[config.mk]
export PLATFORM = sky130hd
export DESIGN_NAME = itof_pipe
export DESIGN_NICKNAME = d
export VERILOG_FILES = /design/src/rtl/itof_pipe_pkg.sv /design/src/rtl/itof_pipe_lzc32.sv /design/src/rtl/itof_pipe.sv
export SDC_FILE = /design/constraint.sdc
export NUM_CORES = 1
export LEC_CHECK = 0
export CAP_MARGIN = 0
export CORE_ASPECT_RATIO = 2
export CORE_UTILIZATION = 59
export CTS_CLUSTER_DIAMETER = 100
export DETAILED_ROUTE_END_ITERATION = 8
export GPL_TIMING_DRIVEN = 0
export PLACE_DENSITY_LB_ADDON = 0.25
export SETUP_SLACK_MARGIN = 0.05
export SKIP_CTS_REPAIR_TIMING = 1
export SYNTH_ARGS = -nofsm -noshare
export SYNTH_HDL_FRONTEND = slang
export SYNTH_SLANG_ARGS = --single-unit
[constraint.sdc]
create_clock -name clk -period 3.3 [get_ports clk]
set_input_delay 0.495 -clock clk [delete_from_list [all_inputs] [get_ports clk]]
set_output_delay 0.495 -clock clk [all_outputs]
set_load 0.05 [all_outputs]
[src/rtl/itof_pipe_pkg.sv]
// Shared FPU definitions: FP32 field layout, exponent bias and the
// leading-zero to exponent constant used by the int->float converter.
package itof_pipe_pkg;

  localparam int FP32_W   = 32;
  localparam int EXP_W    = 8;
  localparam int FRAC_W   = 23;
  localparam int EXP_BIAS = 127;

  // Exponent of a 32-bit magnitude whose MSB sits at bit 31 is bias+31.
  localparam logic [EXP_W-1:0] LZ_EXP_BASE = EXP_W'(EXP_BIAS + FP32_W - 1);

  typedef struct packed {
    logic              sign;
    logic [EXP_W-1:0]  exp;
    logic [FRAC_W-1:0] frac;
  } fp32_t;

endpackage

[src/rtl/itof_pipe_lzc32.sv]
// Combinational 32-bit leading-zero counter; returns 32 for an all-zero input.
module lzc32 (
  input  logic [31:0] a,
  output logic [5:0]  lz
);

  always_comb begin
    lz = 6'd32;
    // Higher bits are visited last, so the most significant set bit wins.
    for (int i = 0; i < 32; i++) begin
      if (a[i]) lz = 6'(31 - i);
    end
  end

endmodule

[src/rtl/itof_pipe.sv]
// Pipelined signed 32-bit integer to IEEE-754 single converter with valid/ready
// on both sides. Define ITOF_INEXACT_EN to add the inexact flag output.
module itof_pipe
  import itof_pipe_pkg::*;
#(
  parameter int REG_IN = 1
) (
  input  logic        clk,
  input  logic        rstn,
  input  logic        valid_in,
  output logic        ready_in,
  input  logic [31:0] s,
  output logic        valid_out,
  input  logic        ready_out,
  output logic [31:0] d
`ifdef ITOF_INEXACT_EN
  ,
  output logic        inexact
`endif
);

  logic        en2;
  logic        en3;

  logic        in_sign;
  logic [31:0] in_mag;

  logic        s1_valid;
  logic        s1_sign;
  logic [31:0] s1_mag;
  logic [5:0]  s1_lz;
  logic [31:0] s1_norm;

  logic        s2_valid;
  logic        s2_sign;
  logic        s2_zero;
  logic [5:0]  s2_lz;
  logic [30:0] s2_norm;

  logic [FRAC_W-1:0] frac_pre;
  logic [FRAC_W:0]   frac_sum;
  logic              g;
  logic              st;
  logic              up;
  fp32_t             res;

  // 32-bit negate is enough: -2^31 wraps to 0x8000_0000, the correct unsigned magnitude.
  assign in_sign = s[31];
  assign in_mag  = in_sign ? (32'd0 - s) : s;

  assign en3 = !valid_out || ready_out;
  assign en2 = !s2_valid || en3;

  generate
    if (REG_IN != 0) begin : g_reg_in
      assign ready_in = !s1_valid || en2;

      always_ff @(posedge clk or negedge rstn) begin
        if (!rstn) begin
          s1_valid <= 1'b0;
          s1_sign  <= 1'b0;
          s1_mag   <= '0;
        end else if (ready_in) begin
          s1_valid <= valid_in;
          if (valid_in) begin
            s1_sign <= in_sign;
            s1_mag  <= in_mag;
          end
        end
      end
    end else begin : g_comb_in
      assign ready_in = en2;
      assign s1_valid = valid_in;
      assign s1_sign  = in_sign;
      assign s1_mag   = in_mag;
    end
  endgenerate

  lzc32 u_lzc (
    .a  (s1_mag),
    .lz (s1_lz)
  );

  assign s1_norm = s1_mag << s1_lz;

  always_ff @(posedge clk or negedge rstn) begin
    if (!rstn) begin
      s2_valid <= 1'b0;
      s2_sign  <= 1'b0;
      s2_zero  <= 1'b0;
      s2_lz    <= '0;
      s2_norm  <= '0;
    end else if (en2) begin
      s2_valid <= s1_valid;
      if (s1_valid) begin
        s2_sign <= s1_sign;
        s2_zero <= (s1_mag == 32'd0);
        s2_lz   <= s1_lz;
        s2_norm <= s1_norm[30:0];
      end
    end
  end

  // Round to nearest even; a carry out of the fraction bumps the exponent.
  always_comb begin
    frac_pre = s2_norm[30:8];
    g        = s2_norm[7];
    st       = |s2_norm[6:0];
    up       = g && (st || frac_pre[0]);
    frac_sum = {1'b0, frac_pre} + {{FRAC_W{1'b0}}, up};
    res      = '0;
    if (!s2_zero) begin
      res.sign = s2_sign;
      res.exp  = LZ_EXP_BASE - {2'b00, s2_lz} + {{(EXP_W-1){1'b0}}, frac_sum[FRAC_W]};
      res.frac = frac_sum[FRAC_W-1:0];
    end
  end

  always_ff @(posedge clk or negedge rstn) begin
    if (!rstn) begin
      valid_out <= 1'b0;
      d         <= '0;
    end else if (en3) begin
      valid_out <= s2_valid;
      if (s2_valid) d <= res;
    end
  end

`ifdef ITOF_INEXACT_EN
  always_ff @(posedge clk or negedge rstn) begin
    if (!rstn) begin
      inexact <= 1'b0;
    end else if (en3 && s2_valid) begin
      inexact <= g || st;
    end
  end
`endif

endmodule

==> flow_results.org <==
** Route
- Wire length on met2 :: 14.6 mm
- After detailed routing, the wire length on met1 is 8.44 mm.
- ANT nets after route :: 0
- After detailed routing, the total wire length is 28.3 mm.
- After detailed routing, the average wire length per cell comes to 24.5 µm.
- 1st-iter DRT viols :: 704
- Top layer used by detailed routing :: met4
- Met3 layer wire length in the routed design :: 2.06 mm
- The final route contains 8024 vias.
- Final routed DRC violation total :: 0
- Routed vias/inst :: 6.97
- The first detailed-routing pass ran for 6 iterations.

** Die
- Y dimension of the die :: 162 µm
- Initial Util :: 60.2%
- Ports placed on the boundary :: 70
- Die footprint :: 13300 µm²
- From left edge to right edge, the die measures 82.0 µm.
- Number of cell rows :: 58
- Placeable core area :: 12600 µm²

** Global routing
- Via count of the first global-routing pass :: 7998
- Remaining global-route overflow :: 0
- The first global-routing pass estimated 43.2 mm of wire.
- The number of antenna violations at the first check in global routing is 0.
- Largest net degree at the start of global routing :: 61
- GRT Total Usage :: 44.8%

** Timing
- Dividing the final minimum period by the clock period gives 100%.
- Setup violations remaining at the end of the flow were counted as 1.
- Subtracting the final worst setup slack from the clock period gives 3.30 ns.
- In the post-route analysis, the smallest setup slack over all paths is -0.00405 ns.
- The max-slew violation total from the final report came to 0.
- For the pin with the worst max-slew slack, the measured transition is 0.754 ns.
- Hold Worst Slack :: 0.134 ns
- Unrepaired setup endpoints after global routing :: yes
- Across the routed clock network, the largest skew measured is 0.00894 ns.
- Worst relative slew slack :: 49.7%
- The final count of hold timing violations was 0.
- Maximum operating frequency :: 303 MHz
- Total negative slack :: -0.00405 ns

** Logic synthesis
- After synthesis the netlist holds a flip-flop and latch count of 107.
- Count of distinct cell types in the synthesized netlist :: 77
- Cell taking the most area after synthesis :: sky130_fd_sc_hd__dfrtp_1
- Cell types with the largest area share after synthesis :: sky130_fd_sc_hd__dfrtp_1 35%, sky130_fd_sc_hd__o21ai_0 6.0%, sky130_fd_sc_hd__nand2_1 5.9%
- Avg Inst Size Synth :: 8.34 µm²
- Summed over its instances, the top area cell type makes up 35.4% of the synthesized netlist area.
- Number of flops mapped to enable cells by yosys :: 0
- Fraction of registers with async set/reset :: 100%
- Top FF cell, synth :: sky130_fd_sc_hd__dfrtp_1
- Yosys warnings :: 0
- Post-synthesis instance area :: 7560 µm²
- Sequential-to-total area share from yosys stat :: 35.4%
- The cell count after synthesis came out at 907.
- Syn Nets :: 947

** Critical path
- Register-to-register setup slack :: -0.004 ns
- Along the worst path, the maximum fanout reaches 10.
- Data on the critical path arrives at its endpoint at 3.54 ns.
- The signal on the critical path passes through clkbuf_2 -> nor4_4 -> nand2_1 -> a31o_2 -> a21oi_4 -> buf_4 -> nand3_1 -> and3_1 -> o31ai_4 -> o21ai_0.
- Cell type of the slowest stage on the worst timing path :: sky130_fd_sc_hd__nor4_4
- Crit path launch type :: flop
- Together, buffers and inverters on the worst path number 2.
- For the worst setup path, the data required time is 3.53 ns.
- Delay of the slowest cell on the worst path :: 0.43 ns
- The worst setup path is captured at a flop.
- Broken down by cell family, the worst path's largest delay share belongs to compound AO/OA/AOI/OAI gates.
- Start-to-end type of the worst setup path :: flop to flop

** Layout
- Net total in the final layout :: 1036
- Cells with a size suffix above 1 make up 15.2% of the layout.
- Total non-filler cell area in the finished layout :: 9310 µm²
- Area growth syn-to-layout :: 23.1%

** Power
- The completed layout was analyzed and its total power is 0.00707 W.
- Static Leak :: 3.70 nW
- Worst supply voltage drop on vdd :: 538 µV
- For this design the ratio of total power to cell area is 760 nW/µm².

** Status
- Failing checks :: setup timing
- The run finished, with violations left.

** Clocking
- Clock-pin transition on the worst setup and hold timing paths :: 0.08 ns
- CTS tree :: yes
- At the later pin of the worst-skew pair, clock insertion delay measures 0.37 ns.
- CTS Buffer Depth :: 2
- In this run, CTS created clock tree buffers numbering 9.
- The tree is rooted in a sky130_fd_sc_hd__clkbuf_16.
- Number of clock sinks :: 107
- H-tree depth :: 3

** Worst hold path
- Type of the most critical hold path :: primary input to asynchronous set/reset pin

** Placement
- Once placement finished, the instance area stood at 8460 µm².
- The congestion estimate from routability-driven global placement came to 1.04.
- Post-DP HPWL :: 21.5 mm
- At the placement stage, the worst setup path has a slack of -0.971 ns.
- Number of buffers added on ports :: 69

** Job
- The tool flagged a number of max-cap violations equal to 0.
-- power breakdown --
group / internal (W) / total (W) / switching (W)
logic: 0.00135 / 0.00380 / 0.00245
registers: 0.00172 / 0.00215 / 0.000429
clock network: 0.000557 / 0.00112 / 0.000566
-- routing by layer --
metal / up-vias / track usage (%)
met5: - / 0
met4: 0 / 45.6
met3: 246 / 15.5
met2: 500 / 74.8
met1: 3723 / 38.1
li1: 3555 / -
-- per-stage QoR --
stage | util, % | cells
6_report | 74.1 | 1152
5_1_grt | 74.1 | 1151
4_1_cts | 69.9 | 1143
3_5_place_dp | 67.4 | 1127
3_3_place_gp | 67.2 | 1126
2_1_floorplan | - | 907
-- final timing paths --
check                                       start                       to  cells past startpoint
max in group asynchronous                    rstn  s2_norm[12]$_DFFE_PN0P_                      2
max                        s1_mag[20]$_DFFE_PN0P_  s2_norm[14]$_DFFE_PN0P_                     10
min in group clk              s2_sign$_DFFE_PN0P_      s2_sign$_DFFE_PN0P_                      2
min                                          rstn        d[25]$_DFFE_PN0P_                      1
min reg2reg                   s2_sign$_DFFE_PN0P_      s2_sign$_DFFE_PN0P_                      2
max reg2reg                s1_mag[20]$_DFFE_PN0P_  s2_norm[14]$_DFFE_PN0P_                     10
-- final cells by class --
type                    instances  area, µm²
well taps                     150        188
fillers                       961       3250
repair buffers                 82        806
flip-flops and latches        107       2680
inverters                      21       78.8
diodes                          1       2.50
clock buffers                  10        239
clock inverters                 6       67.6
plain buffers                  67        349
multi-input cells             708       4900
-- layout by cell type, fill, tap and decap left out, types with 11 or more instances in the layout --
cell type                           n
sky130_fd_sc_hd__nor2_1            40
sky130_fd_sc_hd__inv_1             21
sky130_fd_sc_hd__nand2b_1          12
sky130_fd_sc_hd__nand4_1           14
sky130_fd_sc_hd__a211oi_2          11
sky130_fd_sc_hd__o31ai_1           24
sky130_fd_sc_hd__xor2_1            39
sky130_fd_sc_hd__a21oi_1           34
sky130_fd_sc_hd__nand3_1           29
sky130_fd_sc_hd__nand2_1          119
sky130_fd_sc_hd__dfrtp_1          106
sky130_fd_sc_hd__o211ai_1          12
sky130_fd_sc_hd__o21ai_0           89
sky130_fd_sc_hd__clkbuf_1          30
sky130_fd_sc_hd__buf_2             11
sky130_fd_sc_hd__clkdlybuf4s50_1   68
sky130_fd_sc_hd__buf_4             20
sky130_fd_sc_hd__xnor2_1           15
sky130_fd_sc_hd__nor3_1            27
sky130_fd_sc_hd__and3_1            17
sky130_fd_sc_hd__a211oi_1          18
-- synth_stat cells (6+ instances only) --
library cell,n
sky130_fd_sc_hd__a211oi_1,27
sky130_fd_sc_hd__nor4_1,9
sky130_fd_sc_hd__o41ai_1,8
sky130_fd_sc_hd__nand3_1,33
sky130_fd_sc_hd__or3_1,9
sky130_fd_sc_hd__xnor2_1,15
sky130_fd_sc_hd__o31ai_1,28
sky130_fd_sc_hd__and3_1,18
sky130_fd_sc_hd__mux2i_1,9
sky130_fd_sc_hd__a21oi_1,37
sky130_fd_sc_hd__buf_2,14
sky130_fd_sc_hd__or4_1,6
sky130_fd_sc_hd__o211ai_1,12
sky130_fd_sc_hd__o21ai_0,90
sky130_fd_sc_hd__nor3_1,33
sky130_fd_sc_hd__nor2_1,44
sky130_fd_sc_hd__nand2_1,119
sky130_fd_sc_hd__a21o_1,8
sky130_fd_sc_hd__a211o_1,8
sky130_fd_sc_hd__inv_1,21
sky130_fd_sc_hd__and2_1,9
sky130_fd_sc_hd__nand4_1,14
sky130_fd_sc_hd__clkbuf_1,48
sky130_fd_sc_hd__a221oi_1,7
sky130_fd_sc_hd__nand2b_1,12
sky130_fd_sc_hd__a22o_1,10
sky130_fd_sc_hd__xor2_1,39
sky130_fd_sc_hd__dfrtp_1,107
sky130_fd_sc_hd__o21a_1,9
-- sequential cells by signal (all words and copies together) (netlist names) --
signal / flops
s2_sign: 1
s2_norm: 31
s2_valid: 1
s2_lz: 6
d: 32
valid_out: 1
s1_sign: 1
s2_zero: 1
s1_valid: 1
s1_mag: 32
-- kinds of logic (layout without fill, tap and decap cells) --
logic type      Yosys count  in the layout  share of synthesized area, %
simple gates            325            325                          21.4
other cells               0              1                             0
flops                   107            107                          35.4
mux                      15             15                          2.53
xor+xnor                 54             54                          6.26
compound gates          310            310                          28.5
fa+ha+maj                 4              4                         0.662
buf+inv                  92            186                          5.30
(Power assumes the default switching activity.)
